==> src/rtl/mem_port_arbiter_pkg.sv <==
// Shared definitions for the unified-memory port arbiter: response-owner
// state encoding and the byte-offset width dropped from requester addresses.
package mem_port_arbiter_pkg;

  localparam logic [1:0] RSP_IDLE  = 2'd0;
  localparam logic [1:0] RSP_RD_IF = 2'd1;
  localparam logic [1:0] RSP_RD_D  = 2'd2;

  localparam int BYTE_OFF_W = 2;

  typedef enum logic [1:0] {
    ST_IDLE  = RSP_IDLE,
    ST_RD_IF = RSP_RD_IF,
    ST_RD_D  = RSP_RD_D
  } rsp_state_e;

endpackage

==> src/rtl/mem_port_arbiter_if.sv <==
// Bundle of the fetch port, data port and single-port memory signals.
// slave is the arbiter's view; master is the requester/memory side.
interface mem_port_arbiter_if #(
  parameter int XLEN   = 32,
  parameter int AW     = 32,
  parameter int MEM_AW = 10
);

  logic              if_req;
  logic [AW-1:0]     if_addr;
  logic              if_gnt;
  logic              if_rvalid;
  logic [XLEN-1:0]   if_rdata;

  logic              d_req;
  logic              d_we;
  logic [AW-1:0]     d_addr;
  logic [XLEN-1:0]   d_wdata;
  logic              d_gnt;
  logic              d_rvalid;
  logic [XLEN-1:0]   d_rdata;

  logic              stall_if;

  logic              mem_en;
  logic              mem_we;
  logic [MEM_AW-1:0] mem_addr;
  logic [XLEN-1:0]   mem_wdata;
  logic [XLEN-1:0]   mem_rdata;

  modport slave (
    input  if_req, if_addr, d_req, d_we, d_addr, d_wdata, mem_rdata,
    output if_gnt, if_rvalid, if_rdata, d_gnt, d_rvalid, d_rdata, stall_if,
           mem_en, mem_we, mem_addr, mem_wdata
  );

  modport master (
    output if_req, if_addr, d_req, d_we, d_addr, d_wdata, mem_rdata,
    input  if_gnt, if_rvalid, if_rdata, d_gnt, d_rvalid, d_rdata, stall_if,
           mem_en, mem_we, mem_addr, mem_wdata
  );

endinterface

==> src/rtl/mem_port_arbiter_streak_ctr.sv <==
// Counts consecutive data grants taken while fetch is waiting; saturates at
// the limit and clears whenever fetch is served or stops asking.
module arb_streak_ctr #(
  parameter int MAX_D_STREAK = 4
) (
  input  logic       clk,
  input  logic       rst,
  input  logic       i_if_req,
  input  logic       i_if_gnt,
  input  logic       i_d_gnt,
  output logic [3:0] o_streak
);

  logic [3:0] r_streak;

  always_ff @(posedge clk or posedge rst) begin
    if (rst) begin
      r_streak <= '0;
    end else if (!i_if_req || i_if_gnt) begin
      r_streak <= '0;
    end else if (i_d_gnt && (r_streak != 4'(MAX_D_STREAK))) begin
      r_streak <= r_streak + 4'd1;
    end
  end

  assign o_streak = r_streak;

endmodule

==> src/rtl/mem_port_arbiter.sv <==
// Single-port memory arbiter: data port wins by default, fetch is forced in
// after MAX_D_STREAK data grants; read responses are steered to their owner.
module mem_port_arbiter
  import mem_port_arbiter_pkg::*;
#(
  parameter int XLEN         = 32,
  parameter int AW           = 32,
  parameter int MEM_AW       = 10,
  parameter int MAX_D_STREAK = 4
) (
  input logic              clk,
  input logic              rst,
  mem_port_arbiter_if.slave bus
);

  logic       w_d_gnt;
  logic       w_if_gnt;
  logic       w_starved;
  logic [3:0] w_streak;
  rsp_state_e r_state;

  arb_streak_ctr #(.MAX_D_STREAK(MAX_D_STREAK)) u_streak (
    .clk      (clk),
    .rst      (rst),
    .i_if_req (bus.if_req),
    .i_if_gnt (w_if_gnt),
    .i_d_gnt  (w_d_gnt),
    .o_streak (w_streak)
  );

  // Grants are gated by rst so nothing reaches the memory while in reset.
  assign w_starved = bus.if_req && (w_streak == 4'(MAX_D_STREAK));
  assign w_d_gnt   = !rst && bus.d_req && !w_starved;
  assign w_if_gnt  = !rst && bus.if_req && !w_d_gnt;

  assign bus.d_gnt    = w_d_gnt;
  assign bus.if_gnt   = w_if_gnt;
  assign bus.stall_if = !rst && bus.if_req && !w_if_gnt;

  assign bus.mem_en    = w_d_gnt || w_if_gnt;
  assign bus.mem_we    = w_d_gnt && bus.d_we;
  assign bus.mem_wdata = (w_d_gnt && bus.d_we) ? bus.d_wdata : '0;
  assign bus.mem_addr  = w_d_gnt  ? bus.d_addr[MEM_AW+BYTE_OFF_W-1:BYTE_OFF_W]  :
                         w_if_gnt ? bus.if_addr[MEM_AW+BYTE_OFF_W-1:BYTE_OFF_W] :
                                    '0;

  logic w_unused_addr_bits;
  assign w_unused_addr_bits = ^{bus.if_addr[AW-1:MEM_AW+BYTE_OFF_W], bus.if_addr[BYTE_OFF_W-1:0],
                                bus.d_addr[AW-1:MEM_AW+BYTE_OFF_W],  bus.d_addr[BYTE_OFF_W-1:0]};

  // Owner of the read issued this cycle; its data arrives next cycle.
  always_ff @(posedge clk or posedge rst) begin
    if (rst) begin
      r_state <= ST_IDLE;
    end else if (w_if_gnt) begin
      r_state <= ST_RD_IF;
    end else if (w_d_gnt && !bus.d_we) begin
      r_state <= ST_RD_D;
    end else begin
      r_state <= ST_IDLE;
    end
  end

  assign bus.if_rvalid = (r_state == ST_RD_IF);
  assign bus.d_rvalid  = (r_state == ST_RD_D);
  assign bus.if_rdata  = (r_state == ST_RD_IF) ? bus.mem_rdata : '0;
  assign bus.d_rdata   = (r_state == ST_RD_D)  ? bus.mem_rdata : '0;

endmodule
==> src/flat_wrapper.sv <==
// flat-port wrapper written by rule: the top's interface ports become plain ports
module mem_port_arbiter_flat import mem_port_arbiter_pkg::*;
#(
  parameter int XLEN         = 32,
  parameter int AW           = 32,
  parameter int MEM_AW       = 10,
  parameter int MAX_D_STREAK = 4
)
  (clk, rst, bus_if_req, bus_if_addr, bus_d_req, bus_d_we, bus_d_addr, bus_d_wdata, bus_mem_rdata, bus_if_gnt, bus_if_rvalid, bus_if_rdata, bus_d_gnt, bus_d_rvalid, bus_d_rdata, bus_stall_if, bus_mem_en, bus_mem_we, bus_mem_addr, bus_mem_wdata);
  mem_port_arbiter_if #(.XLEN(XLEN), .AW(AW), .MEM_AW(MEM_AW)) bus_i ();
  input logic clk;
  input logic rst;
  input wire logic [$bits(bus_i.if_req)-1:0] bus_if_req;
  input wire logic [$bits(bus_i.if_addr)-1:0] bus_if_addr;
  input wire logic [$bits(bus_i.d_req)-1:0] bus_d_req;
  input wire logic [$bits(bus_i.d_we)-1:0] bus_d_we;
  input wire logic [$bits(bus_i.d_addr)-1:0] bus_d_addr;
  input wire logic [$bits(bus_i.d_wdata)-1:0] bus_d_wdata;
  input wire logic [$bits(bus_i.mem_rdata)-1:0] bus_mem_rdata;
  output wire logic [$bits(bus_i.if_gnt)-1:0] bus_if_gnt;
  output wire logic [$bits(bus_i.if_rvalid)-1:0] bus_if_rvalid;
  output wire logic [$bits(bus_i.if_rdata)-1:0] bus_if_rdata;
  output wire logic [$bits(bus_i.d_gnt)-1:0] bus_d_gnt;
  output wire logic [$bits(bus_i.d_rvalid)-1:0] bus_d_rvalid;
  output wire logic [$bits(bus_i.d_rdata)-1:0] bus_d_rdata;
  output wire logic [$bits(bus_i.stall_if)-1:0] bus_stall_if;
  output wire logic [$bits(bus_i.mem_en)-1:0] bus_mem_en;
  output wire logic [$bits(bus_i.mem_we)-1:0] bus_mem_we;
  output wire logic [$bits(bus_i.mem_addr)-1:0] bus_mem_addr;
  output wire logic [$bits(bus_i.mem_wdata)-1:0] bus_mem_wdata;
  assign bus_i.if_req = bus_if_req;
  assign bus_i.if_addr = bus_if_addr;
  assign bus_i.d_req = bus_d_req;
  assign bus_i.d_we = bus_d_we;
  assign bus_i.d_addr = bus_d_addr;
  assign bus_i.d_wdata = bus_d_wdata;
  assign bus_i.mem_rdata = bus_mem_rdata;
  assign bus_if_gnt = bus_i.if_gnt;
  assign bus_if_rvalid = bus_i.if_rvalid;
  assign bus_if_rdata = bus_i.if_rdata;
  assign bus_d_gnt = bus_i.d_gnt;
  assign bus_d_rvalid = bus_i.d_rvalid;
  assign bus_d_rdata = bus_i.d_rdata;
  assign bus_stall_if = bus_i.stall_if;
  assign bus_mem_en = bus_i.mem_en;
  assign bus_mem_we = bus_i.mem_we;
  assign bus_mem_addr = bus_i.mem_addr;
  assign bus_mem_wdata = bus_i.mem_wdata;
  mem_port_arbiter #(.XLEN(XLEN), .AW(AW), .MEM_AW(MEM_AW), .MAX_D_STREAK(MAX_D_STREAK)) u_core (.clk(clk), .rst(rst), .bus(bus_i));
endmodule
==> config.mk <==
export PLATFORM = sky130hd
export DESIGN_NAME = mem_port_arbiter_flat
export DESIGN_NICKNAME = d
export VERILOG_FILES = /design/src/rtl/mem_port_arbiter_pkg.sv /design/src/rtl/mem_port_arbiter_if.sv /design/src/rtl/mem_port_arbiter_streak_ctr.sv /design/src/rtl/mem_port_arbiter.sv /design/src/flat_wrapper.sv
export SDC_FILE = /design/constraint.sdc
export NUM_CORES = 1
export LEC_CHECK = 0
export BUFFER_PORTS_ARGS = -buffer_cell sky130_fd_sc_hd__buf_2
export CAP_MARGIN = 15
export CORE_AREA = 4 4 93 95
export DETAILED_ROUTE_END_ITERATION = 8
export DIE_AREA = 0 0 97 99
export PLACE_DENSITY_LB_ADDON = 0.15
export SLEW_MARGIN = 30
export SYNTH_ARGS = -nofsm -noshare
export SYNTH_HDL_FRONTEND = slang
export SYNTH_HIERARCHICAL = 1
export SYNTH_SLANG_ARGS = --single-unit
==> constraint.sdc <==
create_clock -name clk -period 2.44 [get_ports clk]
set_input_delay 0 -clock clk [delete_from_list [all_inputs] [get_ports clk]]
set_output_delay 0 -clock clk [all_outputs]
set_load 0.03 [all_outputs]
# == Word level (Yosys, flattened, before mapping) ==
# Cells that the tools add are included.
# totals
ff_bits,6
input_bits,133
output_inout_bits,113
word_cells,34
# op_classes
n_addsub,1
n_eq_ne,4
n_mux,9
reduce_logical,18
# op_table
operator,count
$mux W32,3
$mux W10,2
$logic_and A1 B1 Y1,9
$mux W4,2
$logic_not A1 Y1,6
$add A4 B1 Y4 const B,1
$eq A4 B3 Y1 const B,1
$mux W2,2
$ne A4 B3 Y1 const B,1
$eq A2 B1 Y1 const B,1
$eq A2 B2 Y1 const B,1
$logic_or A1 B1 Y1,2
$reduce_bool A2 Y1,1

# == Depth between registers and ports, before layout ==
# Gate-level depths: netlist (run 1).
# depth
ltp_word,8
mapped_depth,6
ltp_nobuf,6

# == Hierarchy ==
# Netlist (run 1), hierarchy kept.
# modules_own_cells
module,n_inst,cells_per_inst,area_per_inst_um2,seq_area_each_um2
mem_port_arbiter,1,157,1072.3,50.0
arb_streak_ctr,1,28,237.7,100.1

# == Worst setup path before layout (run 1) ==
# No wires, ideal clock.
# synth_timing
kind,reg2reg
start,"register u_core.u_streak.r_streak[1], in the netlist u_core/u_streak/o_streak[1]"
end,"register u_core.u_streak.r_streak[2], in the netlist u_core/u_streak/o_streak[2]"
setup_time_ns,0.124
t_arrival_ns,1.914
required_ns,2.316
setup_slack_ns,0.402
stages_incl_launch_ff,6
path_buffers,0
synth_period_minus_slack_ns,2.038
cell_sequence,dfrtp_1 > or4b_4 > o21ai_0 > and3_1 > nand2b_1 > nor3_1
# synth_via
elab_chain_len,8
word_cells_on_any_way,13
cone_classes,add/sub: 1; eq/ne: 2; mux: 2; reduce/logical: 8
# synth_rtl
element,line,rtl
start: declaration,mem_port_arbiter_streak_ctr.sv:14,logic [3:0] r_streak;
start signal: assignment,mem_port_arbiter_streak_ctr.sv:22,r_streak <= r_streak + 4'd1;
$eq A4 B3 Y1 *,mem_port_arbiter.sv:32,assign w_starved = bus.if_req && (w_streak == 4'(MAX_D_STREAK));
$logic_and A1 B1 Y1 *,mem_port_arbiter.sv:32,
$logic_not A1 Y1 *,mem_port_arbiter.sv:33,assign w_d_gnt = !rst && bus.d_req && !w_starved;
$logic_and A1 B1 Y1 *,mem_port_arbiter.sv:33,
$logic_not A1 Y1 *,mem_port_arbiter.sv:34,assign w_if_gnt = !rst && bus.if_req && !w_d_gnt;
$logic_and A1 B1 Y1 *,mem_port_arbiter.sv:34,
via bus_if_gnt,flat_wrapper.sv:20,output wire logic [$bits(bus_i.if_gnt)-1:0] bus_if_gnt;
$logic_or A1 B1 Y1 *,mem_port_arbiter_streak_ctr.sv:19,end else if (!i_if_req || i_if_gnt) begin
$mux W4 / $reduce_bool A2 Y1 (equally long branches),--,
# Mark *: on every way through the listed nets, which the timed path passes. The rest lies on a longest branch. The select of a mux whose other input is x is not followed.
# A chain may end at the register's enable or synchronous reset.

# == Worst setup path after layout (run 1) ==
# layout_timing
start,"register u_core.u_streak.r_streak[0], in the netlist u_core/u_streak/o_streak[0]"
end,output bus_mem_wdata[8]
# layout_via
elab_chain_len,6
# layout_rtl
element,line,rtl
$eq A4 B3 Y1,mem_port_arbiter.sv:32,
$logic_and A1 B1 Y1,mem_port_arbiter.sv:32,
$logic_not A1 Y1,mem_port_arbiter.sv:33,
$logic_and A1 B1 Y1,mem_port_arbiter.sv:33,
$logic_and A1 B1 Y1,mem_port_arbiter.sv:42,assign bus.mem_wdata = (w_d_gnt && bus.d_we) ? bus.d_wdata : '0;
$mux W32,mem_port_arbiter.sv:42,
end: declaration,flat_wrapper.sv:30,output wire logic [$bits(bus_i.mem_wdata)-1:0] bus_mem_wdata;
# Every way passes these cells.

==> metrics.cfg, run 1 <==
[routing]
drt-pass1-iter-count=4
wl_per_cell_um=12.3
wl_um=5960
drc=0
antenna_left=0
via_per_inst=4.17
drt_iter0_markers=24
num_vias=2014

[clocking]
htreeDepth=1
clock_sinks=6
clk_pin_slew_ns=0.04
cts_buffer_depth=2
cts_buffers=3
worstSkewPairLatency_ns=0.22
cts-root-buf=clkbuf_8
cts_tree=built

[logic_synthesis]
synth-seq-cells=6
syn_area_um2=1310
syn_nets=320
ys_warn_count=6
ys_seq_area_share_pct=11.5
synth_cells=185
synth.distinct_cells=24
syn_avg_cell_area_um2=7.08

[floorplan]
start_util_pct=17.0
die_area_um2=9600
die_y_um=99
rows=32
core_um2=7730
ioPinCount=246
fp.dieW_um=97

[layout]
layout_commonest_cell=buf_2
stdcell_area_um2=2460
nets=518
layout_common_cells=buf_2 (201), and2_1 (77), o211ai_1 (20)
syn2layout_area_growth_pct=88.1
drive_gt1_share_pct=60.6
n_antenna_cell=0
final_cells=483

[critical_path]
crit_fanout=33
worstSetupStartpointType=flip-flop
worst_setup_path_end_kind=output port
critPathKind=reg2out
slowest_delay_ns=0.64
slowest_stage=or4b_4
path_cells=or4b_4 -> o2111a_2 -> and2_1 -> buf_2
reg2reg_depth=5
required_ns=2.44
arrival_ns=2.20

[power]
internal_power_uw=341
ir_drop_uv=96.5
p_comb_share_pct=57.7
p_sw_share_pct=42.7
p_clk_share_pct=24.5
p_leak_nw=1.52
power.switching_uw=254
seqPwrFrac_pct=17.7
power_density_nw_per_um2=241

[global_route]
grtUsageMet1_pct=12.0
grt.busiest_layer=met2
grt.met2_usage_pct=22.4
grt_pass1_vias=1942
grt_pass1_wl_um=9470
grt_max_degree=34
met3_usage_pct=3.89
grt.overflow.total=0
antenna_found_initial=0
grtUsageTotal_pct=11.6

[sta]
skew_ns=0.000617
slew_viol_final=0
setup_viol=0
relSlewSlack_pct=65.1
fmax_ghz=0.454
finalCritPeriodShare_pct=90.2
fin_setup_tns_ns=0
timing.final.crit_period_ns=2.20
grt_setup_unrepaired=false
finalHoldViolCount=0
tightest_slew_ns=0.523

[min_path]
holdPathStages=2
hold_path_class=in2reg

[placement]
gp_congestion=0.818
port_buffers=201
dpl.hpwl_um=5070
placed_cells=478
placed_cell_area_um2=2400

[status]
status=completed

[run]
cap_viol_max_count=0

## synth_stat cells
master / instances / area, um2
and2_1: 77 / 482
o211ai_1: 20 / 150
and2_4: 19 / 166
a21oi_1: 16 / 80.1
clkbuf_1: 12 / 45.0
inv_1: 8 / 30.0
dfrtp_1: 6 / 150
buf_6: 3 / 33.8
nand3_1: 3 / 15.0
nor3_1: 3 / 15.0
o21ai_0: 3 / 15.0
ha_1: 2 / 25.0
nor2b_1: 2 / 12.5
and3_1: 1 / 6.26
and3b_1: 1 / 8.76
nand2_1: 1 / 3.75
nand2b_1: 1 / 6.26
nand3b_1: 1 / 7.51
nand4_1: 1 / 6.26
nor2_1: 1 / 3.75
nor4b_2: 1 / 15.0
o2111a_2: 1 / 12.5
or3_1: 1 / 6.26
or4b_4: 1 / 13.8
## sequential cells by signal, indices dropped and copies added, names as in the netlist
| name | cells |
|---|---|
| u_core/u_streak/o_streak | 4 |
| u_core/r_state | 2 |
## metrics by stage
step	util (%)	setup WS [ns]	total power, mW	hold slack (ns)
global placement	31.1	0.367	0.450	0.0298
floorplan	-	0.402	0.312	-0.245
detailed placement	31.1	0.393	0.451	0.0340
CTS	31.9	0.212	0.605	0.225
global route	31.9	0.128	0.636	0.254
finish	31.9	0.239	0.594	0.230
## critical path: cells and delay by family, from the launching register on
kind	cells	cell delay (ns)
buf+inv	1	0.18
simple gates	2	0.88
flops	1	0.44
compound gates	1	0.48
## cells by family after synthesis
| logic type | count (synthesis) | synth area share (%) |
|---|---|---|
| AND/OR/NAND/NOR | 114 | 58.6 |
| AO/OA/AOI/OAI | 40 | 19.7 |
| buffers and inverters | 23 | 8.31 |
| flip-flops | 6 | 11.5 |
| adder cells (fa/ha/maj) | 2 | 1.91 |
## routing by layer
metal | share of wire (%) | vias up | routed length [um]
li1 | - | 1008 | -
met1 | 37 | 850 | 2190
met2 | 49 | 152 | 2940
met3 | 13 | 4 | 791
met4 | 0.70 | 0 | 42
met5 | 0 | - | 0
## power by group through the flow
stage          sequential [mW]  clock, mW  combinational, mW
4_1_cts                  0.105      0.152              0.347
5_1_grt                  0.106      0.158              0.372
3_5_place_dp             0.106          0              0.344
2_1_floorplan            0.106          0              0.205
3_3_place_gp             0.107          0              0.344
6_report                 0.105      0.146              0.343
## repair_timing
action | 4_1_cts | 5_1_grt
setup endpoints to repair | 0 | 0
resized for setup | 0 | 0
buffers inserted | 0 | 0
hold endpoints to repair | 7 | 0
hold buffers | 2 | 0
## worst paths after layout
check / endpoint / slack (ns) / startpoint
worst max-delay path: bus_mem_wdata[8] / 0.24 / u_core/u_streak/o_streak[0]
worst min-delay path: u_core/r_state[0] / 0.23 / bus_if_req
worst max register to register: u_core/u_streak/o_streak[2] / 0.36 / u_core/u_streak/o_streak[0]
worst min register to register: u_core/u_streak/o_streak[3] / 0.63 / u_core/u_streak/o_streak[3]
max in group asynchronous: u_core/u_streak/o_streak[0] / 1.94 / rst
min in group asynchronous: u_core/r_state[0] / 0.35 / rst
## cell type report
cell class              count  area [um2]
flip-flops and latches      6         150
fillers                   829        5260
repair buffers            208        1060
clock buffers               3        41.3
well taps                 102         128
inverters                   8        30.0
multi-input cells         156        1050
(Power assumes the default switching activity.)
==> inputs of run 2 (changes only) <==
==> constraint.sdc (replaced) <==
create_clock -name clk -period 2.44 [get_ports clk]
set_input_delay 0.244 -clock clk [delete_from_list [all_inputs] [get_ports clk]]
set_output_delay 0.244 -clock clk [all_outputs]
set_load 0.03 [all_outputs]
==> metrics.cfg, run 2 (synthesized netlist as in run 1, its figures left out) <==
[run]
cap_viol_max_count=0  ; unchanged

[critical_path]
r2r_start=u_core/u_streak/o_streak[3]  ; was u_core/u_streak/o_streak[0]
worstSetupStartpointType=flip-flop  ; unchanged
r2r_slack_ns=0.42  ; was 0.36 ns
critPathKind=reg2out  ; unchanged
crit_fanout=7  ; was 33
regToRegEndpoint=u_core/u_streak/o_streak[2]  ; unchanged
worst_setup_path_end_kind=output port  ; unchanged
reg2reg_depth=5  ; unchanged
required_ns=2.20  ; was 2.44 ns
arrival_ns=2.06  ; was 2.20 ns

[global_route]
grt_max_degree=34  ; unchanged
antenna_found_initial=0  ; unchanged
grt_pass1_vias=1972  ; was 1942
grt.overflow.total=0  ; unchanged
grtUsageTotal_pct=11.7  ; was 11.6%
grt_pass1_wl_um=9440  ; was 9470 um

[power]
p_sw_share_pct=42.9  ; was 42.7%
p_leak_nw=1.53  ; was 1.52 nW
power.switching_uw=256  ; was 254 uW
p_comb_share_pct=58.2  ; was 57.7%
ir_drop_uv=104  ; was 96.5 uV
internal_power_uw=340  ; was 341 uW
power_density_nw_per_um2=241  ; about the same
finalPower_uw=596  ; was 594 uW
seqPwrFrac_pct=17.4  ; was 17.7%
p_clk_share_pct=24.4  ; was 24.5%

[placement]
dpl.hpwl_um=5140  ; was 5070 um
gp_congestion=0.802  ; was 0.818
placed_cells=480  ; was 478
place_ws_ns=0.316  ; was 0.393 ns
port_buffers=201  ; unchanged
placed_cell_area_um2=2420  ; was 2400 um2

[clocking]
cts-root-buf=clkbuf_8  ; unchanged
clk_pin_slew_ns=0.03  ; was 0.04 ns
post_cts_resized=0  ; unchanged
cts_setup_buffers=0  ; unchanged
clock_sinks=6  ; unchanged
cts_buffer_depth=2  ; unchanged
htreeDepth=1  ; unchanged
cts_tree=built  ; unchanged
postCtsHoldBufs=0  ; was 2
cts_buffers=3  ; unchanged
worstSkewPairLatency_ns=0.22  ; about the same

[routing]
wl_um=6250  ; was 5960 um
drc=0  ; unchanged
antenna_left=0  ; unchanged
via_per_inst=4.26  ; was 4.17
drt-pass1-iter-count=4  ; unchanged
drt_iter0_markers=39  ; was 24
num_vias=2061  ; was 2014
wl_per_cell_um=12.9  ; was 12.3 um

[layout]
utilization_pct=32.0  ; was 31.9%
syn2layout_area_growth_pct=88.6  ; was 88.1%
nets=519  ; was 518
drive_gt1_share_pct=61.3  ; was 60.6%
layout_commonest_cell=buf_2  ; unchanged
stdcell_area_um2=2470  ; was 2460 um2
final.fill_count=842  ; was 829
largest_reg_flops=4  ; unchanged
final_cells=484  ; was 483
n_antenna_cell=0  ; unchanged
layout_common_cells=buf_2 (201), and2_1 (77), o211ai_1 (20)  ; unchanged

[min_path]
hold_path_class=in2async  ; was in2reg

[sta]
fmax_ghz=0.434  ; was 0.454 GHz
grt_setup_unrepaired=false  ; unchanged
timing.final.crit_period_ns=2.30  ; was 2.20 ns
finalHoldViolCount=0  ; unchanged
layout_setup_ws_ns=0.136  ; was 0.239 ns
tightest_slew_ns=0.478  ; was 0.523 ns
relSlewSlack_pct=68.1  ; was 65.1%
hold-worst-slack_ns=0.0527  ; was 0.230 ns
finalCritPeriodShare_pct=94.4  ; was 90.2%
fin_setup_tns_ns=0  ; unchanged
slew_viol_final=0  ; unchanged
skew_ns=0.000148  ; was 0.000617 ns
setup_viol=0  ; unchanged

[floorplan]
rows=32  ; unchanged
start_util_pct=17.0  ; unchanged
core_um2=7730  ; unchanged
die_area_um2=9600  ; unchanged
ioPinCount=246  ; unchanged
fp.dieW_um=97  ; unchanged
die_y_um=99  ; unchanged

[status]
status=completed  ; unchanged

## run 2: critical path: stages (launching register included)
cell,delay [ns]
dfrtp_1,0.44
or4b_4,0.57
o21ai_0,0.35
and3_1,0.25
buf_2,0.22
## run 2: worst max path at each step
stage	from	to	depth (start not counted)
floorplan	u_core/u_streak/o_streak[1]	u_core/u_streak/o_streak[2]	5
global placement	u_core/u_streak/o_streak[3]	bus_mem_wdata[8]	4
detailed placement	u_core/u_streak/o_streak[3]	bus_mem_wdata[5]	4
CTS	u_core/u_streak/o_streak[3]	bus_mem_wdata[5]	4
global route	u_core/u_streak/o_streak[3]	bus_if_gnt	4
finish	u_core/u_streak/o_streak[3]	bus_if_gnt	4
## run 2: area by class of cell
type	instances	area [um2]	share of cell area (%)
repair buffers	208	1060	42.8
clock buffers	3	41.3	1.67
inverters	8	30.0	1.22
flip-flops and latches	6	150	6.08
well taps	102	128	5.16
multi-input cells	157	1060	43.0
## run 2: layer usage
metal / routed length [um] / vias up / share of wire (%) / GRT usage (%)
met3: 837 / 8 / 13 / 4.46
met4: 63 / 0 / 1.0 / 3.46
met5: 0 / - / 0 / 0
met1: 2220 / 886 / 35 / 11.4
li1: - / 1012 / - / -
met2: 3140 / 155 / 50 / 22.9
## run 2: power by group through the flow
stage	clock, mW	combinational, mW	sequential (mW)
after CTS	0.150	0.348	0.104
after detailed placement	0	0.347	0.105
after floorplan	0	0.205	0.106
after global placement	0	0.347	0.105
final	0.145	0.347	0.104
after global routing	0.159	0.378	0.104
